[config.mk]
export PLATFORM = sky130hd
export DESIGN_NAME = mmio_io_unit
export DESIGN_NICKNAME = d
export VERILOG_FILES = /design/src/rtl/mmio_io_unit.sv
export SDC_FILE = /design/constraint.sdc
export NUM_CORES = 1
export LEC_CHECK = 0
export CORE_MARGIN = 4
export CORE_UTILIZATION = 50
export CTS_BUF_LIST = sky130_fd_sc_hd__clkbuf_4 sky130_fd_sc_hd__clkbuf_8 sky130_fd_sc_hd__clkbuf_16
export DETAILED_ROUTE_END_ITERATION = 10
export PLACE_DENSITY_LB_ADDON = 0.1
export SKIP_CTS_REPAIR_TIMING = 1
export SYNTH_ARGS = -nofsm -noshare
export SYNTH_HDL_FRONTEND = slang
export SYNTH_SLANG_ARGS = --single-unit
export TNS_END_PERCENT = 1
[constraint.sdc]
create_clock -name clock -period 7.11 [get_ports clock]
set_input_delay 2.133 -clock clock [delete_from_list [all_inputs] [get_ports clock]]
set_output_delay 2.133 -clock clock [all_outputs]
set_load 0.02 [all_outputs]
[src/rtl/mmio_io_unit.sv]
// Memory-mapped I/O unit on the data-memory bus. It provides debounced switch
// inputs with sticky change flags and an interrupt, seven-segment digits with a
// blank mask, and a free-running cycle counter. It decodes its own 256-byte
// window and returns registered read data one cycle after the load strobe.
module mmio_io_unit #(
  parameter int unsigned NUM_IN     = 2,
  parameter int unsigned IN_W       = 4,
  parameter int unsigned NUM_HEX    = 6,
  parameter int unsigned DEB_CYCLES = 16,
  parameter logic [31:0] BASE       = 32'h0000_0100
) (
  input  logic                      clock,
  input  logic                      reset,
  input  logic [31:0]               addr,
  input  logic [31:0]               wdata,
  input  logic                      we,
  input  logic                      re,
  output logic                      hit,
  output logic [31:0]               rdata,
  output logic                      rvalid,
  input  logic [NUM_IN*IN_W-1:0]    sw_in,
  output logic [NUM_HEX*7-1:0]      hex_out,
  output logic                      irq
);

  // Word offsets of the control registers inside the window.
  localparam logic [5:0] OFF_CHG   = 6'h10;
  localparam logic [5:0] OFF_HEX   = 6'h11;
  localparam logic [5:0] OFF_BLANK = 6'h12;
  localparam logic [5:0] OFF_CNT   = 6'h13;
  localparam logic [5:0] OFF_IRQEN = 6'h14;

  // Debounce counter only has to reach DEB_CYCLES-1.
  localparam int unsigned DCW = (DEB_CYCLES > 1) ? $clog2(DEB_CYCLES) : 1;
  localparam logic [DCW-1:0] DEB_LAST = DCW'(DEB_CYCLES - 1);

  logic [5:0] off;
  logic       rd_acc;
  logic       wr_acc;
  logic       wr_chg;
  logic       wr_hex;
  logic       wr_blank;
  logic       wr_cnt;
  logic       wr_irqen;

  logic [NUM_IN*IN_W-1:0] sync1_q;
  logic [NUM_IN*IN_W-1:0] sync2_q;
  logic [NUM_IN*IN_W-1:0] deb_q;
  logic [NUM_IN*IN_W-1:0] deb_d;
  logic [NUM_IN*DCW-1:0]  debcnt_q;
  logic [NUM_IN*DCW-1:0]  debcnt_d;
  logic [NUM_IN-1:0]      chg_set;

  logic [NUM_IN-1:0]      chg_q;
  logic [NUM_IN-1:0]      chg_d;
  logic [NUM_IN-1:0]      irqen_q;
  logic [NUM_IN-1:0]      irqen_d;
  logic [NUM_HEX*4-1:0]   hex_q;
  logic [NUM_HEX*4-1:0]   hex_d;
  logic [NUM_HEX-1:0]     blank_q;
  logic [NUM_HEX-1:0]     blank_d;
  logic [31:0]            cnt_q;
  logic [31:0]            cnt_d;
  logic                   irq_q;
  logic                   irq_d;

  logic [31:0]            rd_val;
  logic [31:0]            rdata_q;
  logic [31:0]            rdata_d;
  logic                   rvalid_q;

  // Byte-lane bits and store-data bits beyond the widest register are ignored.
  logic unused_bits;
  assign unused_bits = ^{addr[1:0], wdata};

  assign hit    = (addr[31:8] == BASE[31:8]);
  assign off    = addr[7:2];
  assign rd_acc = re & hit;
  assign wr_acc = we & hit;

  assign wr_chg   = wr_acc && (off == OFF_CHG);
  assign wr_hex   = wr_acc && (off == OFF_HEX);
  assign wr_blank = wr_acc && (off == OFF_BLANK);
  assign wr_cnt   = wr_acc && (off == OFF_CNT);
  assign wr_irqen = wr_acc && (off == OFF_IRQEN);

  // Two-flop synchroniser for the raw asynchronous switch inputs.
  always_ff @(posedge clock or posedge reset) begin
    if (reset) begin
      sync1_q <= '0;
      sync2_q <= '0;
    end else begin
      sync1_q <= sw_in;
      sync2_q <= sync1_q;
    end
  end

  // Per-channel debouncer: accept a new value only after it has been stable long enough.
  always_comb begin
    deb_d    = deb_q;
    debcnt_d = '0;
    chg_set  = '0;
    for (int i = 0; i < NUM_IN; i++) begin
      if (sync2_q[i*IN_W +: IN_W] != deb_q[i*IN_W +: IN_W]) begin
        if (debcnt_q[i*DCW +: DCW] == DEB_LAST) begin
          deb_d[i*IN_W +: IN_W] = sync2_q[i*IN_W +: IN_W];
          chg_set[i]            = 1'b1;
        end else begin
          debcnt_d[i*DCW +: DCW] = debcnt_q[i*DCW +: DCW] + DCW'(1);
        end
      end
    end
  end

  // Debounced values and their stability counters.
  always_ff @(posedge clock or posedge reset) begin
    if (reset) begin
      deb_q    <= '0;
      debcnt_q <= '0;
    end else begin
      deb_q    <= deb_d;
      debcnt_q <= debcnt_d;
    end
  end

  // Next state of the bus-visible registers; a fresh change flag beats a W1C clear.
  always_comb begin
    chg_d   = (chg_q & ~(wr_chg ? wdata[NUM_IN-1:0] : {NUM_IN{1'b0}})) | chg_set;
    irqen_d = wr_irqen ? wdata[NUM_IN-1:0] : irqen_q;
    hex_d   = wr_hex ? wdata[NUM_HEX*4-1:0] : hex_q;
    blank_d = wr_blank ? wdata[NUM_HEX-1:0] : blank_q;
    cnt_d   = wr_cnt ? 32'd0 : cnt_q + 32'd1;
    irq_d   = |(chg_q & irqen_q);
  end

  // Control register state; digits come up blanked.
  always_ff @(posedge clock or posedge reset) begin
    if (reset) begin
      chg_q   <= '0;
      irqen_q <= '0;
      hex_q   <= '0;
      blank_q <= '1;
      cnt_q   <= '0;
      irq_q   <= 1'b0;
    end else begin
      chg_q   <= chg_d;
      irqen_q <= irqen_d;
      hex_q   <= hex_d;
      blank_q <= blank_d;
      cnt_q   <= cnt_d;
      irq_q   <= irq_d;
    end
  end

  // Read mux over the current (pre-write) register values.
  always_comb begin
    rd_val = '0;
    for (int i = 0; i < NUM_IN; i++) begin
      if (off == 6'(i)) begin
        rd_val = 32'(deb_q[i*IN_W +: IN_W]);
      end
    end
    case (off)
      OFF_CHG:   rd_val = 32'(chg_q);
      OFF_HEX:   rd_val = 32'(hex_q);
      OFF_BLANK: rd_val = 32'(blank_q);
      OFF_CNT:   rd_val = cnt_q;
      OFF_IRQEN: rd_val = 32'(irqen_q);
      default:   ;
    endcase
    rdata_d = rd_acc ? rd_val : rdata_q;
  end

  // Registered read data; rvalid pulses for the cycle after an accepted load.
  always_ff @(posedge clock or posedge reset) begin
    if (reset) begin
      rdata_q  <= '0;
      rvalid_q <= 1'b0;
    end else begin
      rdata_q  <= rdata_d;
      rvalid_q <= rd_acc;
    end
  end

  assign rdata  = rdata_q;
  assign rvalid = rvalid_q;
  assign irq    = irq_q;

  // Active-low seven-segment pattern, bit6=g down to bit0=a.
  function automatic logic [6:0] seg7(input logic [3:0] n);
    logic [6:0] s;
    case (n)
      4'h0: s = 7'h40;
      4'h1: s = 7'h79;
      4'h2: s = 7'h24;
      4'h3: s = 7'h30;
      4'h4: s = 7'h19;
      4'h5: s = 7'h12;
      4'h6: s = 7'h02;
      4'h7: s = 7'h78;
      4'h8: s = 7'h00;
      4'h9: s = 7'h10;
      4'hA: s = 7'h08;
      4'hB: s = 7'h03;
      4'hC: s = 7'h46;
      4'hD: s = 7'h21;
      4'hE: s = 7'h06;
      default: s = 7'h0E;
    endcase
    return s;
  endfunction

  for (genvar d = 0; d < NUM_HEX; d++) begin : g_digit
    assign hex_out[d*7 +: 7] = blank_q[d] ? 7'h7F : seg7(hex_q[d*4 +: 4]);
  end

endmodule

==> flow_summary.yaml <==
layout:
  final_util_pct: 65.43
  final_common_cell: "clkdlybuf4s50_1"
  final_cell_mix: "clkdlybuf4s50_1, dfrtp_1, nor2_1, nand2_1, o21ai_0"
  area_growth_pct: 28.16
  layout-drive-gt1-share_pct: 12.14
  insertedDiodeCount: 0
  nets: 975
  nFillCells: 1177
clock_tree:
  cts.sink_count: 132
  cts_buffers: 17
  clk_pin_slew_ns: 0.06
  cts_htree_levels: 4
  clk_latency_ns: 0.43
  cts-root-buf: "clkbuf_16"
  clock_path_buffers: 2
  cts_tree: "built"
placement:
  dpl.hpwl_um: 13490
  gpl.final_weighted_congestion: 0.8364
  dp_slack_ns: 0.8917
  io_buffers: 142
power_and_ir_drop:
  pwr-share-seq_pct: 44.4
  comb_power_share_pct: 10.4
  p_leak_uw: 0.004125
  power_uw: 1906
  vdd_drop_max_v: 0.0001784
  clkPwrFrac_pct: 45.2
  power.internal_uw: 1410
  switching_power_uw: 495.9
  swShare_pct: 26.01
  power_density_nw_per_um2: 200.5
die:
  core-area_um2: 14530
  rows: 44
  ios: 153
  die_y_um: 129.8
  start_util_pct: 51.05
  die_w_um: 129.8
  die_area_um2: 16850
routing:
  drc: 0
  vias_per_cell: 5.694
  route.met3.wl_um: 1158
  first_pass_iters: 5
  highest_layer: "met4"
  vias: 6019
  drt_iter0_drc: 431
  wirelength_um: 18240
  wl_per_cell_um: 17.26
  dr_wl_met2_um: 8762
  met1Wirelength_um: 8096
  ant_nets: 0
synthesis:
  synth_top_area_share_pct: 42.50
  synth_top_cell_by_area: "dfrtp_1"
  synth_cell_types: 63
  async_flop_share_pct: 100.0
  yosysSeqAreaShare_pct: 44.62
  syn-cell-area_um2: 7420
  synthTopCellsByArea: "dfrtp_1, mux2_2, ha_1"
  synth_edf_count: 0
  synthFlopType: "dfrtp_1"
  yosys_warnings: 0
  ys_ff_latch: 132
  postSynthAreaPerCell_um2: 10.04
  synth_nets: 854
  syn_inst: 739
grt:
  grt_pass1_vias: 6018
  track_usage_pct: 22.19
  grt_max_degree: 77
  grt_overflow_total: 0
  grt_pass1_wl_um: 29480
  antenna_found_initial: 0
timing:
  finalHoldViolations: 0
  max_freq_ghz: 0.1611
  timing.slew.headroom_pct: 19.25
  min_period_ns: 6.208
  maxSlewViolCount: 0
  fin_crit_sh_pct: 87.31
  setup_ws_ns: 0.9023
  finalClockSkew_ns: 0.01444
  max_slew.worst_pin.slew_ns: 1.211
  finalSetupTns_ns: 0
  grt_setup_unrepaired: "false"
  finalSetupViolCount: 0
min_path:
  hold_class: "register to register"
outcome:
  status: "complete, no violations"
critical_path:
  crit_fanout: 7
  critPathCaptureType: "output port"
  setup.worst_path.class: "input port to output port"
  crit_arrival_ns: 4.07
  crit_required_ns: 4.98
  cp-start-kind: "input port"
run:
  maxCapViolations: 0
==> per-layer routing <==
layer | up-vias | track usage, %
met4 | 0 | 6.601
met5 | - | 0
li1 | 2875 | -
met3 | 20 | 4.912
met1 | 2927 | 29.90
met2 | 197 | 36.21
==> power groups by stage <==
| stage | Sequential, µW | Clock, µW | Combinational [µW] |
|---|---|---|---|
| after floorplan | 848 | 0 | 127 |
| after global placement | 856 | 0 | 185 |
| after detailed placement | 860 | 0 | 199 |
| after CTS | 846 | 879 | 200 |
| after global routing | 855 | 919 | 223 |
| final | 847 | 862 | 198 |
==> final timing paths <==
kind                                  from  slack (ns)  depth (start not counted)         end
worst max-delay path              addr[28]        0.90                          5         hit
worst min-delay path            sync1_q[6]        0.35                          0  sync2_q[6]
worst max register to register    cnt_q[0]        4.72                          6   cnt_q[22]
worst min register to register  sync1_q[6]        0.35                          0  sync2_q[6]
max in group asynchronous            reset        3.58                          3   hex_q[11]
min in group asynchronous            reset        2.26                          2    cnt_q[1]
==> registers in the layout, summed over array words and instances, names as in the netlist <==
name	cells
debcnt_q	8
chg_q	2
irqen_q	2
hex_q	24
irq	1
sync1_q	8
sync2_q	8
rvalid	1
blank_q	6
cnt_q	32
deb_q	8
rdata	32
==> worst max-delay path: stages <==
cell and delay [ns]:
clkdlybuf4s50_1 0.41, nor4_1 0.30, nand4_1 0.23, nor2_2 0.33, clkdlybuf4s50_1 0.67
==> synthesized netlist by cell type (15+ instances only) <==
master / count
dfrtp_1: 126
nor2_1: 72
nand2_1: 71
o21ai_0: 46
mux2_2: 44
ha_1: 39
clkbuf_1: 29
inv_1: 27
xor2_1: 26
a22oi_1: 22
mux2i_1: 16
nand3_1: 15
nand4_1: 15
==> kinds of logic after synthesis <==
kind of cell	after synthesis	synth area share [%]
AOI/OAI and AO/OA	140	12.58
xor gates and xnor gates	40	4.722
adders and majority gates	39	6.577
buffers and inverters	70	3.676
DFF	132	44.62
muxes	70	10.96
and+or+nand+nor	248	16.86
==> final cells by class <==
cell class	count	area, µm²	area share [%]
multi-input cells	537	3836	40.34
repair buffers	145	1444	15.18
clock inverters	15	158.9	1.671
well taps	184	230.2	2.421
clock buffers	17	425.4	4.474
inverters	27	103.9	1.092
flip-flops and latches	132	3311	34.82
==> stage by stage <==
| step | instances | hold slack, ns | area, µm² |
|---|---|---|---|
| 5_1_grt | 1057 | 0.3537 | 9509 |
| 6_report | 1057 | 0.3479 | 9509 |
| 3_5_place_dp | 1025 | 0.3370 | 8925 |
| 4_1_cts | 1057 | 0.3514 | 9509 |
| 2_1_floorplan | 739 | 0.3312 | 7420 |
| 3_3_place_gp | 1025 | 0.3313 | 8925 |
(Power assumes the default switching activity.)
